<file path="config.mk">
export PLATFORM = sky130hd
export DESIGN_NAME = cdb_arbiter
export DESIGN_NICKNAME = d
export VERILOG_FILES = /design/src/rtl/cdb_arbiter.sv
export SDC_FILE = /design/constraint.sdc
export NUM_CORES = 2
export LEC_CHECK = 0
export CORE_UTILIZATION = 60
export CTS_BUF_LIST = sky130_fd_sc_hd__clkbuf_4
export CTS_CLUSTER_SIZE = 20
export DETAILED_ROUTE_END_ITERATION = 12
export PLACE_DENSITY = 0.85
export SLEW_MARGIN = 20
export SYNTH_ARGS = -nofsm -noshare
export SYNTH_HDL_FRONTEND = slang
export SYNTH_SLANG_ARGS = --single-unit
</file>
<file path="constraint.sdc">
create_clock -name clk -period 80.6 [get_ports clk]
set_input_delay 16.12 -clock clk [delete_from_list [all_inputs] [get_ports clk]]
set_output_delay 16.12 -clock clk [all_outputs]
set_load 0.1 [all_outputs]
</file>
<file path="src/rtl/cdb_arbiter.sv">
// -----------------------------------------------------------------------------
// cdb_arbiter
//
// Collects one-cycle result pulses from five functional units (ALU, MEM, MUL,
// DIV, JUMP), buffers each FU's results in its own small FIFO, and broadcasts
// at most one result per cycle on the common data bus (CDB).
//
// Configuration macro:
//   CDB_RR_EN  defined   -> round-robin grant, starting after the last winner
//              undefined -> fixed priority, lowest FU index wins
//
// Parameter:
//   DEPTH       result-buffer entries per FU (1..4)
//
// Ports:
//   clk         clock, all state updates on the rising edge
//   rst         asynchronous active-high reset
//   fu_finish   per-FU result pulse (bit i = FU i)
//   fu_rs_num   per-FU destination RS tag, 8 bits per FU; tag 0 is ignored
//   fu_data     per-FU result value, 32 bits per FU
//   fu_pc       per-FU instruction PC, 32 bits per FU (debug)
//   fu_stall    per-FU back-pressure, high while that FU's FIFO is full
//   cdb_valid   broadcast valid
//   cdb_rs_num  broadcast RS tag (0 when idle)
//   cdb_data    broadcast value (0 when idle)
//   cdb_pc      broadcast PC (0 when idle)
//   ovf_err     sticky flag: a result arrived at a full FIFO and was dropped
// -----------------------------------------------------------------------------
module cdb_arbiter #(
    parameter int DEPTH = 2
) (
    input  logic         clk,
    input  logic         rst,
    input  logic [4:0]   fu_finish,
    input  logic [39:0]  fu_rs_num,
    input  logic [159:0] fu_data,
    input  logic [159:0] fu_pc,
    output logic [4:0]   fu_stall,
    output logic         cdb_valid,
    output logic [7:0]   cdb_rs_num,
    output logic [31:0]  cdb_data,
    output logic [31:0]  cdb_pc,
    output logic         ovf_err
);

    localparam int NFU  = 5;
    localparam int PTRW = (DEPTH > 1) ? $clog2(DEPTH) : 1;

    typedef logic [PTRW-1:0] ptr_t;
    typedef logic [2:0]      cnt_t;
    typedef logic [2:0]      fuIdx_t;

    logic [7:0]     rsMem_q   [NFU][DEPTH];
    logic [31:0]    dataMem_q [NFU][DEPTH];
    logic [31:0]    pcMem_q   [NFU][DEPTH];
    ptr_t           wrPtr_q   [NFU];
    ptr_t           rdPtr_q   [NFU];
    cnt_t           count_q   [NFU];
    cnt_t           count_d   [NFU];

    logic [NFU-1:0] notEmpty;
    logic [NFU-1:0] push;
    logic [NFU-1:0] accept;
    logic [NFU-1:0] grant;
    logic           anyGrant;
    fuIdx_t         grantIdx;

    logic           cdbValid_q, cdbValid_d;
    logic [7:0]     cdbRs_q,    cdbRs_d;
    logic [31:0]    cdbData_q,  cdbData_d;
    logic [31:0]    cdbPc_q,    cdbPc_d;
    logic           ovf_q,      ovf_d;

    // Pointers wrap at DEPTH, which need not be a power of two.
    function automatic ptr_t nextPtr(input ptr_t p);
        if (int'(p) == DEPTH - 1) return '0;
        return p + 1'b1;
    endfunction

    // FIFO status straight from the registered counts, so stall never
    // depends combinationally on this cycle's finish pulses.
    always_comb begin
        notEmpty = '0;
        fu_stall = '0;
        push     = '0;
        for (int i = 0; i < NFU; i++) begin
            notEmpty[i] = (count_q[i] != '0);
            fu_stall[i] = (count_q[i] == cnt_t'(DEPTH));
            push[i]     = fu_finish[i] && (fu_rs_num[8*i +: 8] != 8'h00);
        end
    end

`ifdef CDB_RR_EN
    logic [2:0] rrPtr_q, rrPtr_d;

    // Round-robin: scan the five FUs starting at the pointer, first
    // non-empty one wins.
    always_comb begin
        anyGrant = 1'b0;
        grantIdx = '0;
        for (int k = 0; k < NFU; k++) begin
            if (!anyGrant && notEmpty[(int'(rrPtr_q) + k) % NFU]) begin
                anyGrant = 1'b1;
                grantIdx = fuIdx_t'((int'(rrPtr_q) + k) % NFU);
            end
        end
    end

    // Next search starts just after the FU that won, wrapping JUMP -> ALU.
    always_comb begin
        rrPtr_d = rrPtr_q;
        if (anyGrant) rrPtr_d = (grantIdx == 3'd4) ? 3'd0 : grantIdx + 3'd1;
    end

    always_ff @(posedge clk or posedge rst) begin
        if (rst) rrPtr_q <= '0;
        else     rrPtr_q <= rrPtr_d;
    end
`else
    // Fixed priority: scanning downward leaves the lowest index as winner.
    always_comb begin
        anyGrant = 1'b0;
        grantIdx = '0;
        for (int i = NFU - 1; i >= 0; i--) begin
            if (notEmpty[i]) begin
                anyGrant = 1'b1;
                grantIdx = fuIdx_t'(i);
            end
        end
    end
`endif

    // A full FIFO can still take a write when its head leaves on the same
    // edge; any other write to a full FIFO is dropped and flagged.
    always_comb begin
        grant = '0;
        if (anyGrant) grant[grantIdx] = 1'b1;
        accept = '0;
        for (int i = 0; i < NFU; i++) begin
            accept[i]  = push[i] && (!fu_stall[i] || grant[i]);
            count_d[i] = count_q[i] + cnt_t'(accept[i]) - cnt_t'(grant[i]);
        end
        ovf_d = ovf_q | (|(push & ~accept));
    end

    // The granted head is copied into the broadcast registers; an idle
    // cycle loads zeros.
    always_comb begin
        cdbValid_d = anyGrant;
        cdbRs_d    = '0;
        cdbData_d  = '0;
        cdbPc_d    = '0;
        if (anyGrant) begin
            cdbRs_d   = rsMem_q[grantIdx][rdPtr_q[grantIdx]];
            cdbData_d = dataMem_q[grantIdx][rdPtr_q[grantIdx]];
            cdbPc_d   = pcMem_q[grantIdx][rdPtr_q[grantIdx]];
        end
    end

    always_ff @(posedge clk or posedge rst) begin
        if (rst) begin
            for (int i = 0; i < NFU; i++) begin
                for (int j = 0; j < DEPTH; j++) begin
                    rsMem_q[i][j]   <= '0;
                    dataMem_q[i][j] <= '0;
                    pcMem_q[i][j]   <= '0;
                end
                wrPtr_q[i] <= '0;
                rdPtr_q[i] <= '0;
                count_q[i] <= '0;
            end
            cdbValid_q <= 1'b0;
            cdbRs_q    <= '0;
            cdbData_q  <= '0;
            cdbPc_q    <= '0;
            ovf_q      <= 1'b0;
        end else begin
            for (int i = 0; i < NFU; i++) begin
                if (accept[i]) begin
                    rsMem_q[i][wrPtr_q[i]]   <= fu_rs_num[8*i +: 8];
                    dataMem_q[i][wrPtr_q[i]] <= fu_data[32*i +: 32];
                    pcMem_q[i][wrPtr_q[i]]   <= fu_pc[32*i +: 32];
                    wrPtr_q[i]               <= nextPtr(wrPtr_q[i]);
                end
                if (grant[i]) rdPtr_q[i] <= nextPtr(rdPtr_q[i]);
                count_q[i] <= count_d[i];
            end
            cdbValid_q <= cdbValid_d;
            cdbRs_q    <= cdbRs_d;
            cdbData_q  <= cdbData_d;
            cdbPc_q    <= cdbPc_d;
            ovf_q      <= ovf_d;
        end
    end

    assign cdb_valid  = cdbValid_q;
    assign cdb_rs_num = cdbRs_q;
    assign cdb_data   = cdbData_q;
    assign cdb_pc     = cdbPc_q;
    assign ovf_err    = ovf_q;

endmodule

</file>
# --- Yosys cells after proc, flatten, opt, wreduce, memory -nomap -nowiden ---
# Index checks and enable logic that the tools add are counted.
classes:
  magnitude_cmp: 14
  bitwise: 10
  eq_ne: 5
  n_mux: 112
  addsub: 20
  reduce_logical: 37
op_table:
  columns: ["operator", "n"]
  rows:
  - ["$bwmux W64", 10]
  - ["$mux W32", 13]
  - ["$bmux W64 S3", 2]
  - ["$mux W64", 4]
  - ["$demux W32 S1", 5]
  - ["$bwmux W16", 5]
  - ["$mux W8", 9]
  - ["$bmux W16 S3", 1]
  - ["$mux W1", 48]
  - ["$demux W8 S1", 5]
  - ["$reduce_bool A8 Y1", 5]
  - ["$mux W16", 2]
  - ["$logic_and A1 B1 Y1", 16]
  - ["$add A3 B1 Y3", 5]
  - ["$eq A3 B2 Y1 const B", 5]
  - ["$mux W3", 5]
  - ["$reduce_bool A3 Y1", 5]
  - ["$sub A3 B1 Y3", 5]
  - ["$ge A2 B2 Y1 const B", 6]
  - ["$not A1 Y2", 6]
  - ["$add A1 B1 Y1 const B", 10]
  - ["$lt A2 B1 Y1 const B", 5]
  - ["$and A5 B5 Y5", 1]
  - ["$logic_not A1 Y1", 5]
  - ["other kinds (11)", 15]
totals:
  word_cells: 248
  reg_bits: 819
  in_bits: 367

# --- Logic depth before layout (Yosys ltp) ---
logic_depth:
  word_depth: 17
  mapped_depth: 13
  depth_no_buf: 10

# --- Least setup slack after synthesis ---
# Ideal clock, no wire load.
synth_timing:
  path_type: "register to output"
  startpoint: "reg count_q[13] (netlist bit)"
  endpoint: "out fu_stall[0]"
  path_stages_with_launch: 2
  n_path_buf: 0
  t_arrival_ns: 2.658
  setup_slack_ns: 61.822
  cell_sequence: "dfrtp_1 > nor3b_1"
synth_between:
  elab_chain_cells: 1
synth_lines:
  columns: ["element", "line_no", "source"]
  rows:
  - ["from (decl)", "58", "cnt_t count_q [NFU];"]
  - ["from (signal, indexed assignment)", "186", "count_q[i] <= count_d[i];"]
  - ["$eq A3 B2 Y1", "88", "fu_stall[i] = (count_q[i] == cnt_t'(DEPTH));"]
  - ["to (decl)", "38", "output logic [4:0] fu_stall,"]
# Every way passes these cells.

==> impl_metrics.tcl <==
set metrics [dict create \
    nFillCells 3639 \
    top_layer_used "met5" \
    dr.pass1.iters 6 \
    top_level_ports 446 \
    synth_fa_ha_area_frac 0.00531 \
    ys_top_cells_by_area "dfrtp_1 58%, mux2_2 21%, o21ai_0 2.6%" \
    leakage_nw 18.2 \
    synthToLayoutAreaGrowth_pct 21.8 \
    multi_input_area_sq_um 13900 \
    layout-drive-gt1-share 0.322 \
    routedWlPerCell_microns 25.5 \
    finClkSkew_ns 0.0725 \
    avgSynthCellArea_sq_um 13.0 \
    instances_no_fill 4140 \
    htreeDepth 4 \
    wl_met2_microns 50800 \
    synth_ff_type "dfrtp_1" \
    slew_violations 0 \
    path_cells "clkdlybuf4s50_1 -> inv_8 -> buf_4 -> buf_6 -> buf_4 -> buf_6" \
    synth_most_common_cell "dfrtp_1" \
    finalInstanceArea_sq_um 43100 \
    post-route-util 0.742 \
    timing.fmax_mhz 51.0 \
    synth_area_sq_um 35400 \
    m1WireLength_microns 40500 \
    synthMuxAreaShare 0.231 \
    powerDensity_nw_per_um2 45.0 \
    wirelength_microns 106000 \
    num_rows 88 \
    slew-limit-headroom 0.240 \
    crit_type "in -> async" \
    dr.first_iter.drc_count 2112 \
    hp-class "reg -> reg" \
    hpwl_microns 66200 \
    status "completed" \
    end_kind "asynchronous set/reset pin" \
    floorplan.die.height_microns 245 \
    detail-route-antenna-nets 0 \
    cp-start-kind "input pin" \
    core_area_sq_um 58000 \
    root_buffer "clkbuf_4" \
    vdd_ir_drop_max_uv 33.6 \
    timing.setup.tns_ns 0 \
    synth_cell_types 52 \
    synth_top_area_cell "dfrtp_1" \
    via_per_inst 6.28 \
    clock_path_buffers 3 \
    synth_top_area_share 0.579 \
    dp_cells 3769 \
    clk_pin_slew_ns 0.06 \
    hold_ws_ns 0.479 \
    synth_compound_area_frac 0.115 \
    cp.arrival_ns 20.62 \
    rsz0062_at_grt "no" \
    tritoncts "built" \
    cts_buffers 207 \
    grt_overflow 0 \
    synth_cells 2715 \
    clk_latency_ns 1.04 \
    grt_pass1_vias 27600 \
    power.total_mw 1.94 \
    dieArea_sq_um 59900 \
    cp_max_fo 141 \
    start_util 0.610 \
    die_w_microns 245 \
    ys_ff_latch 819 \
    grt_max_degree 198 \
    grt_pass1_wl_microns 161000 \
    yosys_warnings 0 \
    syn-num-nets 3094 \
    setup_viol 0 \
    synth_top_family_by_area "multiplexers" \
    pre_cts_slack_ns 59.08 \
    tightest_slew_ns 1.14 \
    hold_violations 0 \
    wl_met3_microns 9620 \
    slowest_delay_ns 0.85 \
    fin_crit_ns 19.62 \
    postCtsSetupBuffers 0 \
    num_vias 26000 \
    fin_crit_sh 0.243 \
    yosysSeqAreaShare 0.579 \
    regArea_sq_um 20500 \
    fin_nets 3594 \
    crit_path_top_delay_cell "buf_4" \
    dpl_cell_area_sq_um 40400 \
    max_cap_violations 0 \
    io_buffers 445 \
    synth_edf_count 0 \
    cts.sinks 819 \
    drc 0 \
    cts_hold_buf 0 \
    synth_common_cells "819 x dfrtp_1, 667 x mux2_2, 183 x o21ai_0" \
    synth_xor_xnor_area_share 0.00520 \
    routabilityCongestion 0.905 \
    grt_antenna_before_repair 38 \
    async_flop_share 1.00 \
    fin_ws_ns 60.98 \
    cp.required_ns 81.61 \
    grt.total_usage 0.356 \
    cts-resized-gates 0 \
    synthSimpleGateAreaFrac 0.0326 \
]
-- critical path, delay by kind of cell --
family | cells | cell delay (ns)
buffers and inverters | 6 | 4.25
-- metal layers --
metal	vias up	global-route usage
met5	-	0
met4	32	0.185
met3	305	0.106
met2	1336	0.561
met1	13300	0.446
li1	11100	-
-- worst paths after layout --
| path | cells after the start | slack [ns] | end | from |
|---|---|---|---|---|
| max reg2reg | 7 | 75.62 | cdb_data[0] | count_q[13] |
| max in group clk | 3 | 61.31 | fu_stall[4] | count_q[1] |
| min reg2reg | 1 | 0.48 | rdPtr_q[2] | rdPtr_q[2] |
| max | 6 | 60.98 | dataMem_q[145] | rst |
| min in group asynchronous | 2 | 15.71 | pcMem_q[106] | rst |
| min | 1 | 0.48 | rdPtr_q[2] | rdPtr_q[2] |
-- cell families (layout without fill, tap and decap cells) --
family | after synthesis | after routing
multiplexers | 728 | 728
AND/OR/NAND/NOR | 269 | 269
AO/OA/AOI/OAI | 594 | 594
XOR/XNOR | 21 | 21
flip-flops | 819 | 819
buffers and inverters | 272 | 911
other | 0 | 21
adder cells (fa/ha/maj) | 12 | 12
-- cells in the final DEF, fill, tap and decap left out, types with 4 or more instances in the layout --
master           netlist  final
dfrtp_1              819    819
mux2_2               667    667
clkdlybuf4s50_1        0    445
clkbuf_4               0    311
o21ai_0              183    183
o22ai_1              145    145
nand2_1              140    133
a21oi_1               80     80
nor2_1                81     79
inv_1                 77     76
a221o_1               62     62
o32ai_1               37     37
mux2i_1               35     35
buf_4                  6     35
mux2_1                26     26
o21a_1                26     26
clkinv_1               0     26
o32ai_2               25     25
diode_2                0     21
xnor2_1               18     18
o22a_1                10     10
nor3b_1                9      9
nor4_1                 8      8
a2111oi_0              8      8
nor3_1                 8      7
ha_1                   7      7
nand2_4                0      6
nor2_4                 1      6
or3_1                  5      5
fa_1                   5      5
inv_2                  0      4
-- layout make-up --
| class | instances | area share |
|---|---|---|
| Clock inverter | 37 | 0.00485 |
| Clock buffer | 311 | 0.0542 |
| Tap cell | 765 | 0.0222 |
| Sequential cell | 819 | 0.476 |
| Multi-Input combinational cell | 1624 | 0.323 |
| Inverter | 77 | 0.00688 |
| Antenna cell | 21 | 0.00122 |
| Timing Repair Buffer | 486 | 0.112 |
-- power by group --
group	internal, mW	leakage [nW]	switching, mW
Sequential	0.626	9.66	0.116
Combinational	0.369	7.04	0.483
Clock	0.180	1.53	0.165
Total	1.17	18.2	0.763
-- state kept, by name, indices dropped and copies added (netlist names) --
name and count:
rdPtr_q 5, count_q 15, cdb_data 32, cdb_rs_num 8
cdb_valid 1, cdb_pc 32, rsMem_q 80, wrPtr_q 5
pcMem_q 320, dataMem_q 320, ovf_err 1
Power figures use the tool's default switching activity.
